==> config.mk <==
export PLATFORM = sky130hd
export DESIGN_NAME = fetch_decode_buffer
export DESIGN_NICKNAME = d
export VERILOG_FILES = /design/src/rtl/pipeline_pkg.sv /design/src/rtl/imm_opcode_detect.sv /design/src/rtl/fetch_decode_buffer.sv
export SDC_FILE = /design/constraint.sdc
export NUM_CORES = 1
export LEC_CHECK = 0
export BUFFER_PORTS_ARGS = -buffer_cell sky130_fd_sc_hd__buf_2
export CORE_AREA = 2 2 131 133
export DETAILED_ROUTE_END_ITERATION = 16
export DIE_AREA = 0 0 133 135
export HOLD_SLACK_MARGIN = 0.02
export PLACE_DENSITY = 0.71
export SLEW_MARGIN = 5
export SYNTH_ARGS = -nofsm -noshare
export SYNTH_HDL_FRONTEND = slang
export SYNTH_SLANG_ARGS = --single-unit
export TNS_END_PERCENT = 1
==> constraint.sdc <==
create_clock -name clk -period 1.94 [get_ports clk]
set_input_delay 0 -clock clk [delete_from_list [all_inputs] [get_ports clk]]
set_output_delay 0 -clock clk [all_outputs]
set_load 0.05 [all_outputs]
==> src/rtl/pipeline_pkg.sv <==
// Shared IF/ID definitions: word widths, immediate-opcode
// encodings and the fetch/decode buffer state encoding.
package pipeline_pkg;

    localparam int IW_DEF   = 16;
    localparam int PC_W_DEF = 32;

    localparam logic [15:0] NOP_WORD = 16'h0000;

    localparam logic [4:0] OP_IADD = 5'b01101;
    localparam logic [4:0] OP_LDM  = 5'b10001;
    localparam logic [4:0] OP_LDD  = 5'b10010;
    localparam logic [4:0] OP_STD  = 5'b10011;

    typedef enum logic {
        ST_WORD1    = 1'b0,
        ST_WAIT_IMM = 1'b1
    } fdb_state_e;

endpackage

==> src/rtl/imm_opcode_detect.sv <==
// Flags opcodes that are followed by a 16-bit immediate word.
// Purely combinational so Decode can reuse it.
module imm_opcode_detect
    import pipeline_pkg::*;
(
    input  logic [15:0] instr,
    output logic        needs_imm
);

    logic [4:0] op;
    assign op = instr[15:11];

    always_comb begin
        needs_imm = 1'b0;
        unique case (op)
            OP_IADD,
            OP_LDM,
            OP_LDD,
            OP_STD:  needs_imm = 1'b1;
            default: needs_imm = 1'b0;
        endcase
    end

endmodule

==> src/rtl/fetch_decode_buffer.sv <==
// IF/ID buffer: pairs opcode+immediate words into one
// registered decode packet, with stall and flush.
module fetch_decode_buffer
    import pipeline_pkg::*;
#(
    parameter int          PC_W     = PC_W_DEF,
    parameter int          IW       = IW_DEF,
    parameter logic [15:0] NOP_WORD = pipeline_pkg::NOP_WORD
) (
    input  logic            clk,
    input  logic            rst,
    input  logic            stall,
    input  logic            flush,
    input  logic            in_valid,
    input  logic [IW-1:0]   instr_in,
    input  logic [PC_W-1:0] pc_in,
    input  logic [PC_W-1:0] next_pc_in,
    output logic [IW-1:0]   instr_out,
    output logic [IW-1:0]   imm_out,
    output logic [PC_W-1:0] pc_out,
    output logic [PC_W-1:0] next_pc_out,
    output logic            valid_out,
    output logic            imm_pending
);

    fdb_state_e      state_q, state_d;
    logic [IW-1:0]   held_instr_q, held_instr_d;
    logic [PC_W-1:0] held_pc_q, held_pc_d;
    logic [IW-1:0]   instr_q, instr_d;
    logic [IW-1:0]   imm_q, imm_d;
    logic [PC_W-1:0] pc_q, pc_d;
    logic [PC_W-1:0] npc_q, npc_d;
    logic            valid_q, valid_d;
    logic            needs_imm;

    imm_opcode_detect u_detect (
        .instr     (instr_in[15:0]),
        .needs_imm (needs_imm)
    );

    always_comb begin
        state_d      = state_q;
        held_instr_d = held_instr_q;
        held_pc_d    = held_pc_q;
        instr_d      = instr_q;
        imm_d        = imm_q;
        pc_d         = pc_q;
        npc_d        = npc_q;
        valid_d      = valid_q;

        if (flush) begin
            state_d      = ST_WORD1;
            held_instr_d = '0;
            held_pc_d    = '0;
            instr_d      = NOP_WORD[IW-1:0];
            imm_d        = '0;
            valid_d      = 1'b0;
        end else if (!stall) begin
            unique case (state_q)
                ST_WORD1: begin
                    valid_d = 1'b0;
                    instr_d = NOP_WORD[IW-1:0];
                    imm_d   = '0;
                    if (in_valid && needs_imm) begin
                        held_instr_d = instr_in;
                        held_pc_d    = pc_in;
                        state_d      = ST_WAIT_IMM;
                    end else if (in_valid) begin
                        instr_d = instr_in;
                        pc_d    = pc_in;
                        npc_d   = next_pc_in;
                        valid_d = 1'b1;
                    end
                end
                ST_WAIT_IMM: begin
                    valid_d = 1'b0;
                    // Second word is data only, never re-decoded
                    if (in_valid) begin
                        instr_d = held_instr_q;
                        imm_d   = instr_in;
                        pc_d    = held_pc_q;
                        npc_d   = next_pc_in;
                        valid_d = 1'b1;
                        state_d = ST_WORD1;
                    end
                end
                default: state_d = ST_WORD1;
            endcase
        end
    end

    always_ff @(posedge clk or negedge rst) begin
        if (!rst) begin
            state_q      <= ST_WORD1;
            held_instr_q <= '0;
            held_pc_q    <= '0;
            instr_q      <= NOP_WORD[IW-1:0];
            imm_q        <= '0;
            pc_q         <= '0;
            npc_q        <= '0;
            valid_q      <= 1'b0;
        end else begin
            state_q      <= state_d;
            held_instr_q <= held_instr_d;
            held_pc_q    <= held_pc_d;
            instr_q      <= instr_d;
            imm_q        <= imm_d;
            pc_q         <= pc_d;
            npc_q        <= npc_d;
            valid_q      <= valid_d;
        end
    end

    assign instr_out   = instr_q;
    assign imm_out     = imm_q;
    assign pc_out      = pc_q;
    assign next_pc_out = npc_q;
    assign valid_out   = valid_q;
    assign imm_pending = (state_q == ST_WAIT_IMM);

endmodule
== After elaboration in Yosys (flattened, before gate mapping) ==
Index checks and enable logic that the tools add are counted.
Storage, ports and cells
  memory bits (read-only): 0
  register bits: 146
  RAM bits: 0
  memories: 0
  input port bits: 85
  output and inout bits: 98
  bits in latches: 0
Cells by class
  multiplexer cells: 36
  magnitude comparators: 0
  $add $sub $neg: 0
  shift-type cells: 0
  reductions and logical operators: 7
  equality and inequality tests: 10
  bitwise operators: 3
  div/mod/pow operators: 0
  $mul: 0
Operators with widths (count)
  32-bit 2-to-1 mux: 9
  16-bit 2-to-1 mux: 12
  32-bit one-hot mux with 2 select lines: 2
  16-bit one-hot mux with 2 select lines: 2
  5-bit equality test, second input constant: 3
  1-bit 2-to-1 mux: 9
  2-bit != test, second input constant: 4
  3-bit AND reduction: 2
  5-bit by 4-bit equality test with 1-bit output, second input constant: 1
  5-bit AND reduction: 1
  1-bit one-hot mux with 2 select lines: 2
  4-bit OR reduction: 1
  3-bit != test, second input constant: 1
  1-bit inverter: 3
  2-bit by 1-bit != test with 1-bit output, second input constant: 1
  2-bit AND reduction: 1
  2-bit nonzero test: 1
  1-bit logical AND: 1

== Logic depth before layout (Yosys ltp) ==
Gate-level depths: netlist of the first run.
  depth after elaboration: 8
  gate-level depth with buffers: 7
  mapped depth without buffers: 4

== Cells and area by module ==
From an unflattened synthesis of the first run, not the netlist that was laid out.
Unflattened totals
  cell total of the unflattened synthesis: 462
  area total of the unflattened synthesis: 6049.6 sq um
Modules (own cells, without submodules)
  fetch_decode_buffer: area an instance 6024.5 sq um, times used 1, cells each 458
  imm_opcode_detect: area an instance 25.0 sq um, times used 1, cells each 4

== Worst setup path before layout of the first run ==
OpenSTA, ideal clock, no wires.
  path kind: register to register
  from: register state_q, in the netlist imm_pending
  to: register held_instr_q[0]
  buffers on the path: 3
  data required time: 1.862 ns
  stages on the path, launching flop included: 7
  data arrival time: 1.821 ns
  path slack: 0.041 ns
  clock period less this slack: 1.899 ns
  cells stage by stage: dfrtp_1 buf_1 nor2_1 clkbuf_1 clkbuf_1 nand3_1 a21oi_1
On the way
  longest elaborated chain between the ends: 2
RTL lines
  start: declaration: RTL line fetch_decode_buffer.sv:26  | fdb_state_e state_q, state_d;
  start signal: assignment: RTL line fetch_decode_buffer.sv:103  | state_q <= state_d;
  2-bit != test (no line)
  3-bit AND reduction (no line)
  end signal: assignment: RTL line fetch_decode_buffer.sv:104  | held_instr_q <= held_instr_d;
  end: declaration: RTL line fetch_decode_buffer.sv:27  | logic [IW-1:0] held_instr_q, held_instr_d;
No other way between the ends.
A chain may end at the register's enable or synchronous reset.

== Worst setup path in the final report of the first run ==
  from: input port instr_in[15]
  to: register npc_q[0], in the netlist next_pc_out[0]
On the way
  longest elaborated chain between the ends: 6
  elaborated cells on any way between the ends: 9
RTL lines
  start: declaration: RTL line fetch_decode_buffer.sv:15  | input logic [IW-1:0] instr_in,
  5-bit by 4-bit equality test with 1-bit output or 5-bit equality test (tied branches): RTL line imm_opcode_detect.sv:15  | unique case (op)
  4-bit OR reduction (*): RTL line imm_opcode_detect.sv:15
  1-bit 2-to-1 mux (*): RTL line imm_opcode_detect.sv:15
  1-bit logical AND (*): RTL line fetch_decode_buffer.sv:64  | if (in_valid && needs_imm) begin
  2-bit != test (no line) (*)
  3-bit AND reduction (no line) (*)
  end signal: assignment: RTL line fetch_decode_buffer.sv:109  | npc_q <= npc_d;
  end: declaration: RTL line fetch_decode_buffer.sv:32  | logic [PC_W-1:0] npc_q, npc_d;
Every way passes the cells marked *; elsewhere a longest branch is shown, timed or not.

==> flow_summary.json, run 1 <==
{
  "status": "completed",
  "grt_max_degree": 80,
  "critPathMaxFanout": 33,
  "hold_path_class": "in -> async",
  "synthMuxAreaShare_pct": 7.18,
  "power_uw": 9670,
  "synth_compound_area_share_pct": 22.9,
  "mostFrequentLayoutCells": "181 x buf_2, 146 x dfrtp_1, 82 x a21oi_1, 82 x dlygate4sd3_1, 65 x o21ai_0",
  "cts_buffers": 17,
  "ios": 183,
  "grt-ovfl-total": 0,
  "dpl.cell_count": 985,
  "fin_hold_ws_ns": 0.0762,
  "die_width_um": 133,
  "combPwrFrac_pct": 27.2,
  "grtUsageTotal_pct": 21.9,
  "htreeDepth": 4,
  "postLayoutCoreUtil_pct": 56.1,
  "areaGrowthSynthToFinish_pct": 40.6,
  "drive_above_1_share_pct": 31.7,
  "grt_pass1_wl_mm": 31.5,
  "slew_headroom_pct": 66.4,
  "fin_crit_ns": 1.79,
  "final_cells": 1098,
  "crit_arrival_ns": 2.09,
  "worstSetupEndpointType": "flop",
  "post_cts_buffers": 0,
  "startpoint_type": "input port",
  "seqPwrFrac_pct": 37.6,
  "ir_worst_vdd_uv": 658,
  "switching_share_pct": 34.3,
  "cts-resized-gates": 0,
  "period_share_pct": 92.3,
  "ys_types": 31,
  "internal_power_uw": 6350,
  "drc": 0,
  "final_nets": 951,
  "hold_viol_final": 0,
  "antenna_found_initial": 0,
  "path_clk_slew_ns": 0.06,
  "die_h_um": 135,
  "max-cap-violations": 0,
  "routedWlPerCell_um": 17.4,
  "power_switching_uw": 3320,
  "finalSetupTns_ns": 0,
  "ys_seq_elements": 146,
  "cellPowerDensity_nw_per_um2": 1050,
  "drv_slew": 0,
  "synth-simple-area-share_pct": 8.78,
  "rsz0062_at_grt": "false",
  "syn_inst": 618,
  "first_iter_violations": 518,
  "clkPwrFrac_pct": 35.2,
  "grt_pass1_vias": 6043,
  "routed_wl_mm": 19.2,
  "synthAdderAreaFrac_pct": 0,
  "hpwl_mm": 11.4,
  "seq_area_frac_synth_pct": 55.9,
  "dieArea_um2": 18000,
  "total_leakage_power_uw": 0.00420,
  "setup_viol": 0,
  "synth_top_family_by_area": "compound AO/OA/AOI/OAI gates",
  "core_area_um2": 16400,
  "cts_tree": "built",
  "clockRootBuffer": "clkbuf_16",
  "crit_type": "in -> reg",
  "vias_per_cell": 5.51,
  "dr.pass1.iters": 6,
  "vias": 6045,
  "required_ns": 2.24,
  "layout_commonest_cell": "buf_2",
  "numPortBuffers": 182,
  "syn_area_um2": 6540,
  "cts_max_path_buffers": 2,
  "synth_nets": 703,
  "antenna_cells": 0,
  "ant_nets": 0,
  "row_count": 47,
  "synth_area_per_cell_um2": 10.6,
  "synthXorXnorAreaFrac_pct": 0,
  "fmax_ghz": 0.559,
  "cts_sinks": 146,
  "tightestPinTransition_ns": 0.503,
  "yosys_warnings": 0,
  "clock_skew_ns": 0.00979,
  "initial_core_util_pct": 39.9,
  "worstSkewPairLatency_ns": 0.42,
  "globalplace.congestion": 0.796
}
-- power groups by stage --
| stage | combinational [µW] | clock (µW) | sequential (µW) |
|---|---|---|---|
| after floorplan | 632 | 0 | 4810 |
| after global placement | 2470 | 0 | 3660 |
| after detailed placement | 2500 | 0 | 3680 |
| after CTS | 2630 | 3470 | 3630 |
| after global routing | 2770 | 3610 | 3680 |
| final | 2630 | 3400 | 3630 |
-- layout make-up --
class | instances | area, µm²
multi-input combinational | 394 | 2580
sequential | 146 | 3650
inverter | 18 | 67.6
clock inverter | 8 | 126
fill | 1373 | 7210
clock buffer | 23 | 488
tap | 220 | 275
timing repair buffer | 289 | 2000
-- per-stage QoR --
step                      worst slack (ns)  instance area (µm²)
final                                0.150                 9200
after global routing                0.0640                 9200
after CTS                            0.201                 9200
after detailed placement             0.294                 7760
after global placement               0.345                 7760
after floorplan                     0.0406                 6540
-- synth_stat cells --
cell | count | area share (%)
buf_6 | 3 | 0.52
o22ai_1 | 65 | 6.2
nand3b_1 | 1 | 0.11
o21ai_0 | 65 | 5.0
o2bb2ai_1 | 15 | 2.0
buf_1 | 2 | 0.11
dfrtp_1 | 146 | 56
nor2b_1 | 1 | 0.096
and4bb_1 | 1 | 0.19
clkinv_1 | 1 | 0.057
or2_2 | 1 | 0.096
o221ai_2 | 1 | 0.23
or3b_1 | 2 | 0.27
nand3_1 | 62 | 4.7
mux2_2 | 3 | 0.52
nor2_1 | 19 | 1.1
nand4b_1 | 2 | 0.27
buf_4 | 5 | 0.57
buf_2 | 7 | 0.54
a221oi_2 | 1 | 0.23
o21ai_4 | 1 | 0.25
nand2_1 | 20 | 1.1
clkbuf_1 | 43 | 2.5
nor3b_2 | 2 | 0.38
mux2_4 | 29 | 6.7
inv_1 | 17 | 0.98
a22oi_4 | 1 | 0.33
nand2b_1 | 4 | 0.38
a222oi_1 | 15 | 2.3
a21oi_1 | 82 | 6.3
o21bai_1 | 1 | 0.11
-- kinds of logic after synthesis --
kind of cell / count (synthesis)
and+or+nand+nor: 115
AOI/OAI and AO/OA: 247
DFF: 146
muxes: 32
buffers and inverters: 78
-- final timing paths --
kind / from / slack (ns) / cells past startpoint / end
min in group clk: flush / 0.14 / 3 / instr_out[8]
worst max register to register: imm_pending / 0.36 / 5 / instr_out[10]
worst max-delay path: instr_in[15] / 0.15 / 7 / next_pc_out[0]
worst min register to register: next_pc_out[0] / 0.50 / 1 / next_pc_out[0]
max in group asynchronous: rst / 1.16 / 3 / held_instr_q[4]
worst min-delay path: rst / 0.08 / 2 / next_pc_out[2]
-- worst max-delay path, cell delays in order --
cell and delay (ns):
dlygate4sd3_1 0.54, buf_2 0.24, nor3b_2 0.38, a22oi_4 0.12, o21ai_4 0.17, buf_12 0.26, mux2_2 0.36
-- per-layer routing --
metal / vias to the layer above / share of wire [%] / GRT usage [%]
li1: 2802 / - / -
met1: 2981 / 44 / 29.0
met2: 231 / 49 / 36.0
met3: 31 / 6.0 / 4.50
met4: 0 / 1.8 / 7.83
met5: - / 0 / 0
-- repair_timing --
item,4_1_cts,5_1_grt
endpoints found under the setup margin,0,0
hold endpoints to repair,290,0
hold buffers,82,0
-- flip-flops by register name, indices dropped and copies added (netlist names) --
register,flops
valid_out,1
imm_out,16
imm_pending,1
next_pc_out,32
held_instr_q,16
held_pc_q,32
pc_out,32
instr_out,16
Power figures use the tool's default switching activity.
==> inputs of run 2 (changes only) <==
clock period = 2.2 ns   (was 1.94 ns; I/O delays follow)
==> flow_summary.json, run 2 (synthesis results as in run 1) <==
{
  "die_width_um": 133,
  "layout_commonest_cell": "buf_2",
  "clock_skew_ns": 0.0109,
  "worstRegToRegCells": 6,
  "cts_tree": "built",
  "crit_type": "reg -> reg",
  "ir_worst_vdd_uv": 520,
  "post_dp_cell_area_um2": 7740,
  "hold_end": "instr_out[15]",
  "fmax_ghz": 0.474,
  "row_count": 47,
  "hold_path_class": "in -> reg",
  "die_h_um": 135,
  "htreeDepth": 4,
  "worstSkewPairLatency_ns": 0.42,
  "vias_per_cell": 5.51,
  "required_ns": 2.54,
  "ant_nets": 0,
  "path_clk_slew_ns": 0.06,
  "slew_headroom_pct": 53.8,
  "grtUsageTotal_pct": 22.1,
  "antenna_found_initial": 0,
  "drive_above_1_share_pct": 31.3,
  "crit_arrival_ns": 2.45,
  "vias": 6050,
  "initial_core_util_pct": 39.9,
  "drc": 0,
  "r2r-start": "imm_pending",
  "power_uw": 8220,
  "drv_slew": 0,
  "period_share_pct": 95.9,
  "status": "completed",
  "dpl.cell_count": 985,
  "globalplace.congestion": 0.785,
  "worstSetupEndpointType": "flop",
  "holdPathStages": 4,
  "grt_pass1_wl_mm": 31.8,
  "setup_viol": 0,
  "cellPowerDensity_nw_per_um2": 901,
  "core_area_um2": 16400,
  "grt_pass1_vias": 5960,
  "areaGrowthSynthToFinish_pct": 39.6,
  "mostFrequentLayoutCells": "181 x buf_2, 146 x dfrtp_1, 82 x a21oi_1, 82 x dlygate4sd3_1, 65 x o21ai_0",
  "dieArea_um2": 18000,
  "post_cts_buffers": 0,
  "routed_wl_mm": 19.7,
  "fin_crit_ns": 2.11,
  "fin_area_um2": 9130,
  "total_leakage_power_uw": 0.00416,
  "ios": 183,
  "rrSetupSlack_ns": 0.09,
  "r2r-end": "held_instr_q[12]",
  "worstHoldStart": "instr_in[15]",
  "final_nets": 952,
  "grt_max_degree": 80,
  "dr.pass1.iters": 8,
  "routedWlPerCell_um": 17.9,
  "grt-ovfl-total": 0,
  "first_iter_violations": 562,
  "hold_viol_final": 0,
  "critPathMaxFanout": 25,
  "antenna_cells": 0,
  "cts_buffers": 17,
  "rsz0062_at_grt": "false",
  "cts_sinks": 146,
  "tightestPinTransition_ns": 0.693,
  "cts_max_path_buffers": 2,
  "final_cells": 1099,
  "finalSetupTns_ns": 0,
  "max-cap-violations": 0,
  "numPortBuffers": 182,
  "hpwl_mm": 11.3,
  "startpoint_type": "flop",
  "n_fill_cell": 1381,
  "clockRootBuffer": "clkbuf_16"
}
run 2: cell count changes in the layout (fill, tap and decap cells not counted), moves of 2 or more:
| cell | previous run | this run |
|---|---|---|
| clkbuf_1 | 2 | 6 |
| buf_12 | 6 | 4 |
| bufinv_16 | 3 | 1 |
| clkinv_2 | 1 | 3 |
| clkinvlp_4 | 3 | 1 |
| buf_4 | 19 | 21 |
run 2: report_power, final:
| group | switching, µW | internal (µW) | leakage (µW) |
|---|---|---|---|
| Combinational | 1620 | 713 | 0.00200 |
| Clock | 1060 | 1630 | 0.000264 |
| Sequential | 203 | 2990 | 0.00189 |
run 2: final cells by class:
type / instances / area [µm²] / share of cell area (%)
repair buffers: 289 / 1980 / 21.7
clock inverters: 5 / 52.6 / 0.576
multi-input cells: 395 / 2610 / 28.6
well taps: 220 / 275 / 3.02
clock buffers: 26 / 489 / 5.36
flip-flops and latches: 146 / 3650 / 40.0
inverters: 18 / 67.6 / 0.740
run 2: per-layer routing:
layer  global-route usage, %  wire, µm  up-vias  part of all wire (%)
met5                       0         0        -                     0
met4                    5.73       183        0                  0.93
met3                    4.80      1260       17                   6.4
met2                    36.5      9500      270                    48
met1                    29.9      8760     2956                    44
li1                        -         -     2807                     -
run 2: worst max-delay path by stage:
stage	to	slack, ns	startpoint
6_report	held_instr_q[12]	0.09	imm_pending
5_1_grt	held_instr_q[12]	0.03	imm_pending
4_1_cts	pc_out[29]	0.02	instr_in[13]
3_5_place_dp	pc_out[2]	0.16	instr_in[13]
3_3_place_gp	pc_out[3]	0.21	instr_in[13]
2_1_floorplan	held_instr_q[0]	0.30	imm_pending
run 2: critical path, stage by stage, from the launching register on:
cell           delay (ns)
dfrtp_1              0.39
buf_4                0.24
nor2_4               0.35
buf_12               0.23
nand3_1              0.10
dlygate4sd3_1        0.58
a21oi_1              0.14
run 2: what timing repair did:
| action | CTS | global route |
|---|---|---|
| hold endpoints to repair | 263 | 0 |
| hold buffers | 82 | 0 |
| endpoints found under the setup margin | 0 | 32 |
| resized for setup | 0 | 1 |
run 2: metrics by stage:
stage               hold slack (ns)  util (%)  setup slack (ns)
floorplan                    -0.296         -             0.301
global placement            -0.0107      47.2             0.205
CTS                          0.0540      55.5            0.0208
detailed placement         -0.00860      47.2             0.158
global route                 0.0969      55.6            0.0277
finish                       0.0741      55.6            0.0895
==> inputs of run 3 (changes only) <==
BUFFER_PORTS_ARGS = unset   (was -buffer_cell sky130_fd_sc_hd__buf_2)
DONT_BUFFER_PORTS = 1   (was unset)
PLACE_DENSITY = 0.62   (was 0.71)
==> flow_summary.json, run 3 (synthesis results as in run 1) <==
{
  "status": "finished with violations",
  "violations": "negative hold slack",
  "power_uw": 8150,
  "grt_max_degree": 147,
  "antenna_found_initial": 1,
  "path_clk_slew_ns": 0.06,
  "clock_skew_ns": 0.00848,
  "tightestPinTransition_ns": 0.764,
  "grt-ovfl-total": 0,
  "hpwl_mm": 11.1,
  "ir_worst_vdd_uv": 815,
  "core_area_um2": 16400,
  "cp.buffers_inverters": 2,
  "fin_crit_ns": 2.06,
  "globalplace.congestion": 0.752,
  "hold_path_class": "in -> async",
  "fin_hold_ws_ns": -0.729,
  "crit_family": "buffers and inverters",
  "final_nets": 780,
  "crit_chain": "or3b_4, buf_6, o21ai_0, a21oi_1, dlygate4sd3_1",
  "dr.pass1.iters": 8,
  "drv_slew": 0,
  "final_cells": 930,
  "crit_arrival_ns": 2.35,
  "rsz0062_at_grt": "false",
  "mostFrequentLayoutCells": "146 x dfrtp_1, 98 x dlygate4sd3_1, 82 x a21oi_1",
  "row_count": 47,
  "die_h_um": 135,
  "fin_ws_ns": 0.144,
  "crit_type": "reg -> reg",
  "fin_area_um2": 8410,
  "die_width_um": 133,
  "areaGrowthSynthToFinish_pct": 28.7,
  "worstSkewPairLatency_ns": 0.42,
  "grt_pass1_wl_mm": 31.0,
  "routedWlPerCell_um": 21.1,
  "initial_core_util_pct": 39.9,
  "drive_above_1_share_pct": 12.9,
  "critPathMaxFanout": 38,
  "ios": 183,
  "slew_headroom_pct": 49.1,
  "vias": 5603,
  "post_dp_cell_area_um2": 6720,
  "seqCellArea_um2": 3650,
  "layout_commonest_cell": "dfrtp_1",
  "grt_pass1_vias": 5794,
  "htreeDepth": 4,
  "n_fill_cell": 1387,
  "ant_nets": 0,
  "cts_buffers": 17,
  "cellPowerDensity_nw_per_um2": 969,
  "hold_viol_final": 146,
  "period_share_pct": 93.4,
  "dieArea_um2": 18000,
  "cts_tree": "built",
  "dpl.cell_count": 792,
  "slowest_stage": "dlygate4sd3_1",
  "total_leakage_power_uw": 0.00350,
  "critPathMaxStageDelay_ns": 0.57,
  "worstSetupEndpointType": "flop",
  "grtUsageTotal_pct": 22.1,
  "dp_slack_ns": 0.504,
  "routed_wl_mm": 19.6,
  "vias_per_cell": 6.02,
  "cts_sinks": 146,
  "clockRootBuffer": "clkbuf_16",
  "first_iter_violations": 473,
  "startpoint_type": "flop",
  "cts_max_path_buffers": 2,
  "multiInputGateArea_um2": 2590,
  "finalSetupTns_ns": 0,
  "drc": 0,
  "numPortBuffers": 0,
  "fmax_ghz": 0.486,
  "setup_viol": 0,
  "max-cap-violations": 0,
  "required_ns": 2.50
}
## run 3: path summary, 6_finish.rpt
| path | start | to | slack (ns) | cells past startpoint |
|---|---|---|---|---|
| setup / recovery | imm_pending | held_pc_q[5] | 0.14 | 5 |
| hold / removal | rst | imm_out[1] | -0.73 | 0 |
| setup reg to reg | imm_pending | held_pc_q[5] | 0.14 | 5 |
| hold reg to reg | held_pc_q[26] | pc_out[26] | 0.54 | 2 |
| max in group asynchronous | rst | pc_out[21] | 2.69 | 0 |
| min in group clk | stall | imm_out[1] | 0.04 | 3 |
## run 3: cell type report
type | instances | share of cell area, %
Sequential cell | 146 | 43.4
Multi-Input combinational cell | 394 | 30.8
Timing Repair Buffer | 118 | 14.4
Clock buffer | 24 | 5.84
Tap cell | 220 | 3.27
Clock inverter | 8 | 1.47
Inverter | 18 | 0.803
Antenna cell | 2 | 0.0595
## run 3: repair_timing
| action | 4_1_cts | 5_1_grt |
|---|---|---|
| buffers inserted | 0 | 3 |
| hold buffers | 100 | 1 |
| endpoints found under the hold margin | 292 | 147 |
| resized for setup | 0 | 3 |
| endpoints found under the setup margin | 0 | 45 |
## run 3: routing by layer
layer / wire length [µm] / track usage, % / vias to the layer above
met2: 9730 / 36.8 / 312
met3: 1790 / 7.85 / 25
met1: 7810 / 26.6 / 2806
met5: 0 / 0 / -
met4: 291 / 7.65 / 0
li1: - / - / 2460
## run 3: through the flow
step / hold WS (ns) / util, %
finish: -0.729 / 51.3
global route: -0.754 / 51.3
detailed placement: -0.292 / 41.0
CTS: -0.744 / 51.0
floorplan: -0.296 / -
global placement: -0.292 / 41.0
## run 3: report_power, final
group | internal, µW | switching (µW) | leakage [µW] | total, µW
Clock | 1910 | 1100 | 0.000297 | 3000
Sequential | 2960 | 1330 | 0.00189 | 4300
Combinational | 473 | 377 | 0.00131 | 850
